File: src/rtl/mssd_pkg.sv
// mssd_pkg
// Shared types and default parameters for the parametrised serial
// stream demultiplexer (mssd_demux_p) and its length counter.
//   mssd_state_t : receiver FSM states
//   N_CH_DEF     : default number of output channels
//   CNT_W_DEF    : default width of the payload length field
package mssd_pkg;

    typedef enum logic [2:0] {
        IDLE,
        HDR,
        LOAD,
        PAYLOAD,
        PARITY,
        STOP,
        ERR
    } mssd_state_t;

    localparam int N_CH_DEF  = 4;
    localparam int CNT_W_DEF = 6;

endpackage

File: src/rtl/mssd_len_cnt.sv
// mssd_len_cnt
// Loadable down-counter holding the number of payload bits still to come.
// It stops at zero rather than wrapping.
// Ports:
//   clk  : system clock
//   rst  : asynchronous active-low reset (count cleared)
//   ld   : load din into the counter (has priority over en)
//   en   : decrement by one
//   din  : load value
//   last : count == 1 (current payload bit is the final one)
//   zero : count == 0
module mssd_len_cnt #(
    parameter int CNT_W = 6
) (
    input  logic             clk,
    input  logic             rst,
    input  logic             ld,
    input  logic             en,
    input  logic [CNT_W-1:0] din,
    output logic             last,
    output logic             zero
);

    logic [CNT_W-1:0] cnt;

    // Load wins over decrement; the count holds at zero so it never wraps.
    always_ff @(posedge clk or negedge rst) begin
        if (!rst) begin
            cnt <= '0;
        end else if (ld) begin
            cnt <= din;
        end else if (en && (cnt != '0)) begin
            cnt <= cnt - 1'b1;
        end
    end

    assign last = (cnt == CNT_W'(1));
    assign zero = (cnt == '0);

endmodule

File: src/rtl/mssd_demux_p.sv
// mssd_demux_p
// Parametrised serial-to-multichannel stream demultiplexer.
// Frame on sIn: start bit (0), header (address then length, LSB first),
// payload bits, optional even-parity bit, stop bit (1).
// Optional feature macro: MSSD_PARITY_EN (adds the parity bit and check).
// Ports:
//   clk        : system clock
//   rst        : asynchronous active-low reset
//   sIn        : serial data, idles high
//   outValid   : high on every payload-bit cycle
//   Error      : high while in the error state
//   frame_done : one-cycle pulse when a good stop bit is accepted
//   busy       : high while a frame is being received
//   d          : latched channel address, 0 outside a frame
//   p          : per-channel data, p[d] = sIn during payload, else 0
module mssd_demux_p
    import mssd_pkg::*;
#(
    parameter int N_CH   = N_CH_DEF,
    parameter int CNT_W  = CNT_W_DEF,
    localparam int ADDR_W = $clog2(N_CH)
) (
    input  logic              clk,
    input  logic              rst,
    input  logic              sIn,
    output logic              outValid,
    output logic              Error,
    output logic              frame_done,
    output logic              busy,
    output logic [ADDR_W-1:0] d,
    output logic [N_CH-1:0]   p
);

    localparam int H    = ADDR_W + CNT_W;
    localparam int HC_W = $clog2(H);

    mssd_state_t       state;
    mssd_state_t       stateNext;
    logic [H-1:0]      hdr;
    logic [HC_W-1:0]   hcnt;
    logic [CNT_W-1:0]  hdrLen;
    logic [ADDR_W-1:0] hdrAddr;
    logic              lenLd;
    logic              lenEn;
    logic              lenLast;
    logic              lenZero;
`ifdef MSSD_PARITY_EN
    logic              parAcc;
`endif

    assign hdrAddr = hdr[ADDR_W-1:0];
    assign hdrLen  = hdr[H-1:ADDR_W];
    assign lenLd   = (state == LOAD);
    assign lenEn   = (state == PAYLOAD);

    mssd_len_cnt #(
        .CNT_W (CNT_W)
    ) u_len_cnt (
        .clk  (clk),
        .rst  (rst),
        .ld   (lenLd),
        .en   (lenEn),
        .din  (hdrLen),
        .last (lenLast),
        .zero (lenZero)
    );

    // State register.
    always_ff @(posedge clk or negedge rst) begin
        if (!rst) begin
            state <= IDLE;
        end else begin
            state <= stateNext;
        end
    end

    // Next-state logic. A zero stop bit goes to ERR rather than being taken
    // as the start of a new frame.
    always_comb begin
        stateNext = state;
        unique case (state)
            IDLE:    if (!sIn) stateNext = HDR;
            HDR:     if (hcnt == HC_W'(H-1)) stateNext = LOAD;
`ifdef MSSD_PARITY_EN
            LOAD:    stateNext = (hdrLen == '0) ? PARITY : PAYLOAD;
            PAYLOAD: if (lenLast || lenZero) stateNext = PARITY;
            PARITY:  stateNext = (sIn == parAcc) ? STOP : ERR;
`else
            LOAD:    stateNext = (hdrLen == '0) ? STOP : PAYLOAD;
            PAYLOAD: if (lenLast || lenZero) stateNext = STOP;
`endif
            STOP:    stateNext = sIn ? IDLE : ERR;
            ERR:     if (sIn) stateNext = IDLE;
            default: stateNext = IDLE;
        endcase
    end

    // Header shift register and header bit counter. New bits enter at the
    // MSB so the first bit received ends up in bit 0. The counter saturates
    // at H-1 and is only cleared in IDLE.
    always_ff @(posedge clk or negedge rst) begin
        if (!rst) begin
            hdr  <= '0;
            hcnt <= '0;
        end else begin
            if (state == HDR) begin
                hdr <= {sIn, hdr[H-1:1]};
                if (hcnt != HC_W'(H-1)) begin
                    hcnt <= hcnt + 1'b1;
                end
            end else if (state == IDLE) begin
                hcnt <= '0;
            end
        end
    end

    // Channel address: captured in LOAD, returned to 0 when the frame ends
    // either normally or through the error state.
    always_ff @(posedge clk or negedge rst) begin
        if (!rst) begin
            d <= '0;
        end else if (state == LOAD) begin
            d <= hdrAddr;
        end else if ((stateNext == IDLE) || (stateNext == ERR)) begin
            d <= '0;
        end
    end

`ifdef MSSD_PARITY_EN
    // Running XOR of the payload bits; the parity bit must equal it.
    always_ff @(posedge clk or negedge rst) begin
        if (!rst) begin
            parAcc <= 1'b0;
        end else if (state == LOAD) begin
            parAcc <= 1'b0;
        end else if (state == PAYLOAD) begin
            parAcc <= parAcc ^ sIn;
        end
    end
`endif

    assign outValid   = (state == PAYLOAD);
    assign Error      = (state == ERR);
    assign frame_done = (state == STOP) && sIn;
    assign busy       = (state != IDLE) && (state != ERR);

    // Payload bit steered combinationally onto the addressed channel.
    always_comb begin
        p = '0;
        if (outValid) begin
            p[d] = sIn;
        end
    end

endmodule

File: config.mk
export PLATFORM = sky130hd
export DESIGN_NAME = mssd_demux_p
export DESIGN_NICKNAME = d
export VERILOG_FILES = /design/src/rtl/mssd_pkg.sv /design/src/rtl/mssd_len_cnt.sv /design/src/rtl/mssd_demux_p.sv
export SDC_FILE = /design/constraint.sdc
export NUM_CORES = 1
export LEC_CHECK = 0
export BUFFER_PORTS_ARGS = -buffer_cell sky130_fd_sc_hd__clkbuf_2
export CAP_MARGIN = 20
export CORE_AREA = 2 2 76 78
export DETAILED_ROUTE_END_ITERATION = 7
export DIE_AREA = 0 0 78 80
export GPL_TIMING_DRIVEN = 0
export PLACE_DENSITY = 0.5
export SETUP_SLACK_MARGIN = 0.02
export SLEW_MARGIN = 20
export SYNTH_ARGS = -nofsm -noshare
export SYNTH_HDL_FRONTEND = slang
export SYNTH_HIERARCHICAL = 1
export SYNTH_SLANG_ARGS = --single-unit
File: constraint.sdc
create_clock -name clk -period 5.9 [get_ports clk]
set_clock_uncertainty 0.15 [all_clocks]
set_input_delay 1.18 -clock clk [delete_from_list [all_inputs] [get_ports clk]]
set_output_delay 1.18 -clock clk [all_outputs]
set_load 0.01 [all_outputs]
==> summary.txt, run 1 <==
Run status
  • Outcome: finished, final reports clean

Detailed routing
  • Routed wire length: 2820 um
  • Post-DR vias/cell: 4.79
  • Routed wire per std cell: 13.3 um
  • Antenna-violating nets left: 0
  • DR iter-0 viols: 39
  • Via count: 1,016
  • Remaining design rule violation count: 0
  • Number of search-and-repair iterations in the first detailed-routing pass: 4

STA
  • Setup violations, final: 0
  • Relative slew margins: 0.587
  • Hold violation count in the final report: 0
  • Least-Margin Pin Slew: 619 ps
  • RSZ-0062 raised after global routing: false
  • Setup TNS: 0 ps
  • Post-route fraction of the period consumed by the critical path: 0.527
  • Max Fclk: 322 MHz
  • Minimum period implied by the final worst setup slack: 3110 ps
  • PnR worst setup slack: 2790 ps
  • Count of final max-slew check failures: 0

Placed design
  • Cell Count Post-Placement: 208
  • Count of buffers inserted at the top-level ports: 12
  • GPL Wtd Cong: 0.837
  • Detailed placement HPWL: 2130 um
  • Pre-CTS worst setup slack: 2780 ps

Floorplanning
  • Die Footprint: 0.00624 sq mm
  • Rows: 27
  • Core ar.: 0.00541 sq mm
  • Initial Utilization: 0.242
  • Die outline width: 78 um
  • I/O pin count: 13
  • Die Height: 80 um

Worst setup path
  • Delay of the slowest critical-path stage: 190 ps
  • Cell with the biggest individual delay on the critical path: sky130_fd_sc_hd__clkbuf_2
  • Crit path capture type: output port
  • Most numerous cell on the critical path: sky130_fd_sc_hd__clkbuf_2
  • CP Launch Point: sIn
  • Reg-to-reg setup timing slack: 3650 ps
  • R2R depth: 5
  • Worst path cell trace: clkbuf_2 -> nand2_4 -> nor3_1 -> clkbuf_2
  • Startpoint Class: input port
  • Required time worst endpoint: 4570 ps
  • FF-to-FF End: u_len_cnt/cnt[5]
  • Critical Path Sink: p[0]
  • Max FO, Critical Path: 8
  • Kind of critical path: in -> out
  • Critical path data arrival time: 1780 ps
  • Reg-to-reg startpoint: state[2]

Finish
  • Count of nets after finishing: 149
  • Non-filler cells, final: 212
  • End-of-flow core utilization: 0.283
  • Number of antenna diodes: 0
  • Growth of design area from synthesis to finish: 16.9%
  • Fraction of final layout cells with drive strength greater than 1: 0.286
  • Most common cell after layout, fill and taps aside: sky130_fd_sc_hd__dfrtp_1
  • Commonest cells after routing, fill and taps aside: sky130_fd_sc_hd__dfrtp_1 (22), sky130_fd_sc_hd__nor2_1 (12), sky130_fd_sc_hd__clkbuf_2 (12)

Clock network
  • Skew-Pair Late Insertion Delay: 270 ps
  • Hold buffer count at CTS: 0
  • Cell at the root of the clock tree: sky130_fd_sc_hd__clkbuf_8
  • Clock-pin slew of the registers on the worst-case setup and hold paths: 90 ps
  • Post-CTS Setup Bufs: 0
  • TritonCTS Sinks: 22
  • Clock tree from TritonCTS: built
  • Largest buffer count on any clock path: 2
  • Count of cells resized by post-cts repair: 0
  • Total clock buffers created by CTS: 3
  • Number of H-tree levels: 1

Yosys
  • Ys Warns: 6
  • Net count of the mapped netlist: 132
  • Post-synthesis sequential element count: 22
  • Post-synthesis instance area: 0.00131 sq mm
  • Yosys cell types: 47
  • Post-synth EDFFs: 0
  • Synthesized area per cell: 10.6 sq um
  • FFs w/ async S/R, synth: 1.00
  • Ranking of synthesized cells by area: sky130_fd_sc_hd__dfrtp_1 (42%), sky130_fd_sc_hd__mux2_2 (7.7%), sky130_fd_sc_hd__ha_1 (4.8%)
  • Number of instances in the synthesized netlist: 124
  • Fraction of the yosys area taken by sequential cells: 0.421
  • Top_reg_cell synth: sky130_fd_sc_hd__dfrtp_1
  • Post-synth top area share: 0.421
  • Post-synth top area cell: sky130_fd_sc_hd__dfrtp_1

Global route
  • GRT Resource Usage Total: 0.0950
  • Total gr overflow: 0
  • Via count of the first global-routing pass: 1,034
  • Wire length of the first global-routing pass: 4720 um
  • Pin count of the biggest net entering global routing: 23
  • Number of antenna violations at the first check in global routing: 0

Power
  • Max IR drop VDD: 0.205 mV
  • Cell area power density: 547 mW/mm^2
  • Leakage power summed over all cells: 0.670 nW

Min path
  • Min-delay src: hdr[0]
  • Min-Delay Path Class: reg -> reg

Job
  • Max cap viols: 0
[power by group]
group          switching (mW)  internal, mW  total [mW]
clock                  0.0530        0.0907       0.144
combinational           0.193         0.196       0.389
sequential             0.0773         0.227       0.304
total                   0.324         0.513       0.837
[Yosys cell counts, types with 2 or more instances]
library cell / n
sky130_fd_sc_hd__a211o_1: 2
sky130_fd_sc_hd__a21oi_1: 4
sky130_fd_sc_hd__buf_6: 3
sky130_fd_sc_hd__inv_1: 4
sky130_fd_sc_hd__nand2b_1: 3
sky130_fd_sc_hd__nor3_1: 5
sky130_fd_sc_hd__o211ai_1: 2
sky130_fd_sc_hd__nor2_1: 12
sky130_fd_sc_hd__a21o_1: 2
sky130_fd_sc_hd__dfrtp_1: 22
sky130_fd_sc_hd__o21ai_0: 3
sky130_fd_sc_hd__a22oi_1: 3
sky130_fd_sc_hd__ha_1: 5
sky130_fd_sc_hd__nand2_1: 7
sky130_fd_sc_hd__mux2_2: 9
sky130_fd_sc_hd__a2bb2oi_1: 2
sky130_fd_sc_hd__nor3b_2: 2
sky130_fd_sc_hd__nand3_1: 4
sky130_fd_sc_hd__and2_1: 2
[worst min-delay path by stage]
stage	to	cells past startpoint	slack [ps]
2_1_floorplan	hcnt[1]	2	330
3_3_place_gp	hdr[0]	1	350
3_5_place_dp	hdr[0]	1	350
4_1_cts	hdr[0]	1	370
5_1_grt	hdr[0]	1	410
6_report	hdr[0]	1	360
[state kept, by name (all words and copies together) (netlist names)]
name           count
u_len_cnt/cnt      6
state              3
hdr                8
hcnt               3
d                  2
[worst max-delay path: cells and delay by family]
| kind | cells | cell delay, ps |
|---|---|---|
| buf+inv | 2 | 360 |
| simple gates | 2 | 230 |
[cell type report]
class	count	area, sq um
plain buffers	5	45.0
clock buffers	3	41.3
clock inverters	1	30.0
fillers	588	3870
inverters	4	15.0
multi-input cells	93	698
flip-flops and latches	22	551
well taps	72	90.1
repair buffers	12	60.1
[layer usage]
layer	wire, um	GRT usage	vias to the layer above
met5	0	0	-
met4	88	0.0596	0
met3	54	0.00679	8
met2	1450	0.162	21
met1	1230	0.117	497
li1	-	-	490
[cell families after synthesis]
kind of cell	count (synthesis)	share of synthesized area
multiplexers	10	0.0851
adder cells (fa/ha/maj)	5	0.0478
AND/OR/NAND/NOR	51	0.249
AO/OA/AOI/OAI	27	0.152
buffers and inverters	9	0.0459
flip-flops	22	0.421
[metrics by stage]
| step | cell area [sq um] | hold slack (ps) | total power [mW] |
|---|---|---|---|
| 2_1_floorplan | 1310 | 325 | 0.598 |
| 3_3_place_gp | 1460 | 349 | 0.679 |
| 3_5_place_dp | 1460 | 346 | 0.701 |
| 4_1_cts | 1530 | 368 | 0.843 |
| 5_1_grt | 1530 | 406 | 0.906 |
| 6_report | 1530 | 365 | 0.837 |
No activity file was read; power rests on OpenSTA's default activity.
==> inputs of run 2 (changes only) <==
--- a/config.mk
+++ b/config.mk
@@ -5,6 +5,7 @@
 export SDC_FILE = /design/constraint.sdc
 export NUM_CORES = 1
 export LEC_CHECK = 0
+export ABC_AREA = 1
 export BUFFER_PORTS_ARGS = -buffer_cell sky130_fd_sc_hd__clkbuf_2
 export CAP_MARGIN = 20
 export CORE_AREA = 2 2 76 78
==> constraint.sdc (replaced) <==
create_clock -name clk -period 3.2 [get_ports clk]
set_clock_uncertainty 0.15 [all_clocks]
set_input_delay 0.64 -clock clk [delete_from_list [all_inputs] [get_ports clk]]
set_output_delay 0.64 -clock clk [all_outputs]
set_load 0.01 [all_outputs]
==> run 2 against run 1 <==
Final cell count increased by 14%. Core utilization decreased by 0.44 points. Flip-flop and latch count unchanged. Critical endpoint is now p[3].
==> summary.txt, run 2 <==
Yosys
  • Synthesized area per cell: 8.50 sq um (-19%)
  • Post-synthesis sequential element count: 22 (unchanged)
  • Most frequent cell after synthesis: sky130_fd_sc_hd__nand2_1
  • Number of instances in the synthesized netlist: 153 (+23%)
  • Ys Warns: 6 (unchanged)
  • Post-synth EDFFs: 0 (unchanged)
  • Net count of the mapped netlist: 161 (+22%)
  • Ranking of synthesized cells by area: sky130_fd_sc_hd__dfrtp_1 (42%), sky130_fd_sc_hd__nand2_1 (8.7%), sky130_fd_sc_hd__nand3_1 (5.8%)
  • Most common library cells after synthesis: sky130_fd_sc_hd__nand2_1 (30), sky130_fd_sc_hd__dfrtp_1 (22), sky130_fd_sc_hd__inv_1 (15), sky130_fd_sc_hd__nand3_1 (15), sky130_fd_sc_hd__nor2_1 (13)
  • Fraction of the yosys area taken by sequential cells: 0.423 (+0.00243)
  • Post-synth top area share: 0.423 (+0.00243)
  • Post-synth top area cell: sky130_fd_sc_hd__dfrtp_1
  • FFs w/ async S/R, synth: 1.00 (unchanged)
  • Yosys cell types: 29 (-38%)
  • Post-synthesis instance area: 0.00130 sq mm (-0.57%)
  • Top_reg_cell synth: sky130_fd_sc_hd__dfrtp_1

Worst setup path
  • Startpoint Class: register
  • Crit path capture type: output port
  • FF-to-FF End: u_len_cnt/cnt[3]
  • Kind of critical path: reg -> out
  • Reg-to-reg setup timing slack: 1470 ps (-2180 ps)
  • Max FO, Critical Path: 6 (-2)
  • Critical path data arrival time: 1650 ps (-130 ps)
  • Required time worst endpoint: 2410 ps (-2160 ps)
  • Reg-to-reg startpoint: state[0]
  • R2R depth: 8 (+3)

Finish
  • End-of-flow core utilization: 0.279 (-0.00440)
  • Most common cell after layout, fill and taps aside: sky130_fd_sc_hd__nand2_1
  • Number of antenna diodes: 0 (unchanged)
  • Count of nets after finishing: 178 (+19%)
  • Fraction of final layout cells with drive strength greater than 1: 0.249 (-0.0372)
  • Growth of design area from synthesis to finish: 15.8%
  • Fill count: 566 (-3.7%)
  • Commonest cells after routing, fill and taps aside: sky130_fd_sc_hd__nand2_1 (30), sky130_fd_sc_hd__dfrtp_1 (22), sky130_fd_sc_hd__inv_1 (15), sky130_fd_sc_hd__nand3_1 (15), sky130_fd_sc_hd__nor2_1 (13)
  • Max FFs per register: 8 (unchanged)
  • Register with the most flip-flops: hdr
  • Largest registers in the final layout: hdr: 8 flops, u_len_cnt/cnt: 6 flops

Global route
  • Total gr overflow: 0 (unchanged)
  • Wire length of the first global-routing pass: 4610 um (-2.3%)
  • Via count of the first global-routing pass: 1,019 (-1.5%)
  • Pin count of the biggest net entering global routing: 23 (unchanged)
  • GRT Resource Usage Total: 0.0929 (-0.00215)
  • Number of antenna violations at the first check in global routing: 0 (unchanged)

Detailed routing
  • Routed wire per std cell: 10.7 um (-20%)
  • Post-DR vias/cell: 4.25 (-11%)
  • Number of search-and-repair iterations in the first detailed-routing pass: 4 (unchanged)
  • DR iter-0 viols: 82 (+110%)
  • Antenna-violating nets left: 0 (unchanged)
  • Remaining design rule violation count: 0 (unchanged)
  • Via count: 1,025 (+0.89%)
  • Routed wire length: 2570 um (-8.9%)

STA
  • RSZ-0062 raised after global routing: false
  • Setup violations, final: 0 (unchanged)
  • Setup TNS: 0 ps (unchanged)
  • Post-route fraction of the period consumed by the critical path: 0.762
  • Count of final max-slew check failures: 0 (unchanged)
  • Relative slew margins: 0.608 (+0.0214)
  • Hold violation count in the final report: 0 (unchanged)
  • Max Fclk: 410 MHz
  • Least-Margin Pin Slew: 588 ps (-30.7 ps)
  • Minimum period implied by the final worst setup slack: 2440 ps
  • PnR worst setup slack: 760 ps (-2030 ps)

Clock network
  • Count of cells resized by post-cts repair: 0 (unchanged)
  • Largest buffer count on any clock path: 2 (unchanged)
  • Clock-pin slew of the registers on the worst-case setup and hold paths: 80 ps (about the same)
  • TritonCTS Sinks: 22 (unchanged)
  • Skew-Pair Late Insertion Delay: 260 ps (about the same)
  • Post-CTS Setup Bufs: 0 (unchanged)
  • Clock tree from TritonCTS: built
  • Total clock buffers created by CTS: 3 (unchanged)
  • Cell at the root of the clock tree: sky130_fd_sc_hd__clkbuf_8
  • Hold buffer count at CTS: 0 (unchanged)
  • Number of H-tree levels: 1 (unchanged)

Placed design
  • Pre-CTS worst setup slack: 1050 ps (-1730 ps)
  • Detailed placement HPWL: 1930 um (-9.2%)
  • GPL Wtd Cong: 0.718 (-14%)
  • Count of buffers inserted at the top-level ports: 12 (unchanged)

Power
  • Max IR drop VDD: 0.224 mV (+9.1%)
  • Cell area power density: 908 mW/mm^2 (+66%)
  • Total power: 1.37 mW (+63%)
  • Leakage power summed over all cells: 0.718 nW (+7.2%)

Floorplanning
  • Die Footprint: 0.00624 sq mm (unchanged)
  • I/O pin count: 13 (unchanged)
  • Initial Utilization: 0.241 (-0.00139)
  • Die outline width: 78 um (unchanged)
  • Rows: 27 (unchanged)
  • Core ar.: 0.00541 sq mm (unchanged)
  • Die Height: 80 um (unchanged)

Run status
  • Outcome: finished, final reports clean

Min path
  • Min-Delay Path Class: in -> async

Job
  • Max cap viols: 0 (unchanged)
[run 2: worst max path at each step]
| stage | start | to | depth (start not counted) |
|---|---|---|---|
| floorplan | state[1] | p[0] | 4 |
| global placement | state[1] | p[1] | 5 |
| detailed placement | state[1] | p[3] | 5 |
| CTS | state[1] | p[3] | 5 |
| global route | state[1] | p[3] | 5 |
| finish | state[1] | p[3] | 5 |
[run 2: cell families after synthesis]
group	after synthesis	synth area share
adder cells (fa/ha/maj)	5	0.0481
AO/OA/AOI/OAI	20	0.0933
multiplexers	1	0.00865
XOR/XNOR	1	0.00673
buffers and inverters	21	0.0692
AND/OR/NAND/NOR	83	0.351
flip-flops	22	0.423
[run 2: final cells by class]
type | count | area, sq um | area share
multi-input cells | 110 | 661 | 0.439
flip-flops and latches | 22 | 551 | 0.365
inverters | 19 | 71.3 | 0.0473
clock buffers | 4 | 55.1 | 0.0365
well taps | 72 | 90.1 | 0.0598
plain buffers | 2 | 18.8 | 0.0125
repair buffers | 12 | 60.1 | 0.0399
[run 2: stage by stage]
| step | instance area, sq um | hold slack (ps) | std cells |
|---|---|---|---|
| final | 1510 | 206 | 241 |
| after detailed placement | 1450 | 315 | 237 |
| after CTS | 1510 | 235 | 241 |
| after global placement | 1450 | 307 | 237 |
| after global routing | 1510 | 253 | 241 |
| after floorplan | 1300 | 194 | 153 |
[run 2: power by group]
group / internal, mW / total [mW] / switching (mW) / leakage [nW]
registers: 0.404 / 0.531 / 0.127 / 0.274
logic: 0.258 / 0.632 / 0.374 / 0.416
clock network: 0.110 / 0.205 / 0.0947 / 0.0288
[run 2: metal layers]
layer | vias to the layer above | routed length [um] | global-route usage
li1 | 536 | - | -
met1 | 468 | 1280 | 0.123
met2 | 17 | 1190 | 0.153
met3 | 4 | 62 | 0.00679
met4 | 0 | 40 | 0.0474
met5 | - | 0 | 0
[run 2: critical path, cell delays in order (launching register included)]
cell,delay [ps]
sky130_fd_sc_hd__dfrtp_1,510
sky130_fd_sc_hd__nand2_2,80
sky130_fd_sc_hd__nor2_2,250
sky130_fd_sc_hd__inv_1,150
sky130_fd_sc_hd__nor4_1,210
sky130_fd_sc_hd__clkbuf_2,180
==> inputs of run 3 (changes only) <==
--- a/config.mk
+++ b/config.mk
@@ -12,7 +12,7 @@
 export DETAILED_ROUTE_END_ITERATION = 7
 export DIE_AREA = 0 0 78 80
 export GPL_TIMING_DRIVEN = 0
-export PLACE_DENSITY = 0.5
+export PLACE_DENSITY = 0.52
 export SETUP_SLACK_MARGIN = 0.02
 export SLEW_MARGIN = 20
 export SYNTH_ARGS = -nofsm -noshare
==> constraint.sdc (replaced) <==
create_clock -name clk -period 2.04 [get_ports clk]
set_clock_uncertainty 0.15 [all_clocks]
set_input_delay 0.408 -clock clk [delete_from_list [all_inputs] [get_ports clk]]
set_output_delay 0.408 -clock clk [all_outputs]
set_load 0.01 [all_outputs]
==> run 3 against run 2 <==
Sequential power grew 55%. Sequential share of layout area shrank 1.2 points. Total power increased by 66%. Clock power increased by 99%. Die area did not move. Critical path depth up 1. First-iteration DRC count shrank 13%. Final cell count rose by 1.7%. Core utilization up 1.1 points. Via count increased by 4.4%. Critical path type unchanged.
==> summary.txt, run 3 (synthesis results as in run 2) <==
Finish
  • Growth of design area from synthesis to finish: 20.4%
  • Non-filler cells, final: 245 (+1.7%)
  • Number of antenna diodes: 0 (unchanged)
  • Count of nets after finishing: 182 (+2.2%)
  • Most common cell after layout, fill and taps aside: sky130_fd_sc_hd__nand2_1
  • Largest registers in the final layout: hdr: 8 flops, u_len_cnt/cnt: 6 flops
  • Post-Layout Inst Area: 0.00157 sq mm (+4.0%)
  • Fraction of final layout cells with drive strength greater than 1: 0.283 (+0.0347)
  • Max FFs per register: 8 (unchanged)
  • Commonest cells after routing, fill and taps aside: sky130_fd_sc_hd__nand2_1 (30), sky130_fd_sc_hd__dfrtp_1 (19), sky130_fd_sc_hd__inv_1 (15), sky130_fd_sc_hd__nand3_1 (15)
  • Register with the most flip-flops: hdr

STA
  • Count of final max-slew check failures: 0 (unchanged)
  • RSZ-0062 raised after global routing: false
  • Max Fclk: 518 MHz
  • Least-Margin Pin Slew: 581 ps (-7.13 ps)
  • Setup TNS: 0 ps (unchanged)
  • Hold violation count in the final report: 0 (unchanged)
  • Setup violations, final: 0 (unchanged)
  • Post-route fraction of the period consumed by the critical path: 0.947
  • Relative slew margins: 0.613 (+0.00476)
  • Minimum period implied by the final worst setup slack: 1930 ps

Clock network
  • Number of H-tree levels: 1 (unchanged)
  • Cell at the root of the clock tree: sky130_fd_sc_hd__clkbuf_8
  • TritonCTS Sinks: 22 (unchanged)
  • Clock-pin slew of the registers on the worst-case setup and hold paths: 80 ps (about the same)
  • Largest buffer count on any clock path: 2 (unchanged)
  • Skew-Pair Late Insertion Delay: 260 ps (about the same)
  • Clock tree from TritonCTS: built
  • Total clock buffers created by CTS: 3 (unchanged)

Detailed routing
  • DR iter-0 viols: 71 (-13%)
  • Remaining design rule violation count: 0 (unchanged)
  • Routed wire per std cell: 10.8 um (+1.5%)
  • Via count: 1,070 (+4.4%)
  • Post-DR vias/cell: 4.37 (+2.7%)
  • Antenna-violating nets left: 0 (unchanged)
  • Routed wire length: 2660 um (+3.2%)
  • Number of search-and-repair iterations in the first detailed-routing pass: 4 (unchanged)

Placed design
  • Detailed placement HPWL: 2000 um (+3.2%)
  • Cell Count Post-Placement: 237 (unchanged)
  • GPL Wtd Cong: 0.748 (+4.2%)
  • Area of placed instances: 0.00145 sq mm (unchanged)
  • Count of buffers inserted at the top-level ports: 12 (unchanged)

Worst setup path
  • Critical path data arrival time: 1370 ps (-280 ps)
  • Max FO, Critical Path: 6 (unchanged)
  • Startpoint Class: register
  • Crit path capture type: output port
  • Kind of critical path: reg -> out
  • Required time worst endpoint: 1480 ps (-930 ps)

Global route
  • Via count of the first global-routing pass: 1,066 (+4.6%)
  • Number of antenna violations at the first check in global routing: 0 (unchanged)
  • Wire length of the first global-routing pass: 4720 um (+2.4%)
  • Pin count of the biggest net entering global routing: 23 (unchanged)
  • GRT Resource Usage Total: 0.0948 (+0.00194)
  • Total gr overflow: 0 (unchanged)

Floorplanning
  • Die outline width: 78 um (unchanged)
  • Core ar.: 0.00541 sq mm (unchanged)
  • Rows: 27 (unchanged)
  • I/O pin count: 13 (unchanged)
  • Die Height: 80 um (unchanged)
  • Die Footprint: 0.00624 sq mm (unchanged)
  • Initial Utilization: 0.241 (unchanged)

Power
  • Cell area power density: 1450 mW/mm^2 (+60%)
  • Max IR drop VDD: 0.373 mV (+67%)
  • Leakage power summed over all cells: 0.740 nW (+3.0%)

Min path
  • Min-Delay Path Class: reg -> reg

Run status
  • Outcome: finished, final reports clean

Job
  • Max cap viols: 0 (unchanged)
[run 3: worst max-delay path, cell delays in order (launching register included)]
cell	delay [ps]
sky130_fd_sc_hd__dfrtp_2	420
sky130_fd_sc_hd__buf_4	160
sky130_fd_sc_hd__inv_2	100
sky130_fd_sc_hd__nand2_2	90
sky130_fd_sc_hd__nor2_2	170
sky130_fd_sc_hd__a21oi_1	60
sky130_fd_sc_hd__clkbuf_2	130
[run 3: area by class of cell]
class	count	area [sq um]
clock inverter	1	30.0
inverter	19	71.3
buffer	2	18.8
clock buffer	3	41.3
fill	596	3840
sequential	22	554
multi-input combinational	110	668
tap	72	90.1
timing repair buffer	16	92.6
[run 3: repair_timing]
| item | CTS | global route |
|---|---|---|
| setup endpoints to repair | 4 | 4 |
| pin swaps | 1 | 0 |
| hold endpoints to repair | 22 | 0 |
| setup buffers | 3 | 0 |
| gates resized for setup | 3 | 2 |
| hold buffers | 1 | 0 |
[run 3: per-layer routing]
metal	up-vias	routed length [um]	track usage
met2	10	1270	0.152
met3	2	81	0.0204
met1	516	1290	0.125
li1	542	-	-
met5	-	0	0
met4	0	15	0.0368
[run 3: where the power goes]
part / switching [mW] / total (mW) / internal, mW
clock network: 0.145 / 0.407 / 0.262
registers: 0.188 / 0.824 / 0.637
logic: 0.614 / 1.04 / 0.428
[run 3: path summary, 6_finish.rpt]
kind | startpoint | end | slack [ps] | cells past startpoint
setup / recovery | state[0] | busy | 110 | 6
hold / removal | hdr[0] | d[0] | 330 | 2
setup reg to reg | state[0] | u_len_cnt/cnt[3] | 220 | 9
hold reg to reg | hdr[0] | d[0] | 330 | 2
max in group asynchronous | rst | state[2] | 810 | 2
min in group asynchronous | rst | d[1] | 520 | 2
[run 3: per-stage QoR]
stage	setup WS (ps)	hold slack [ps]	total power [mW]	util
after floorplan	202	-37.6	1.61	-
final	108	330	2.27	0.290
after detailed placement	109	279	1.85	0.269
after global routing	36.1	369	2.50	0.290
after CTS	68.2	336	2.30	0.289
after global placement	134	281	1.83	0.269
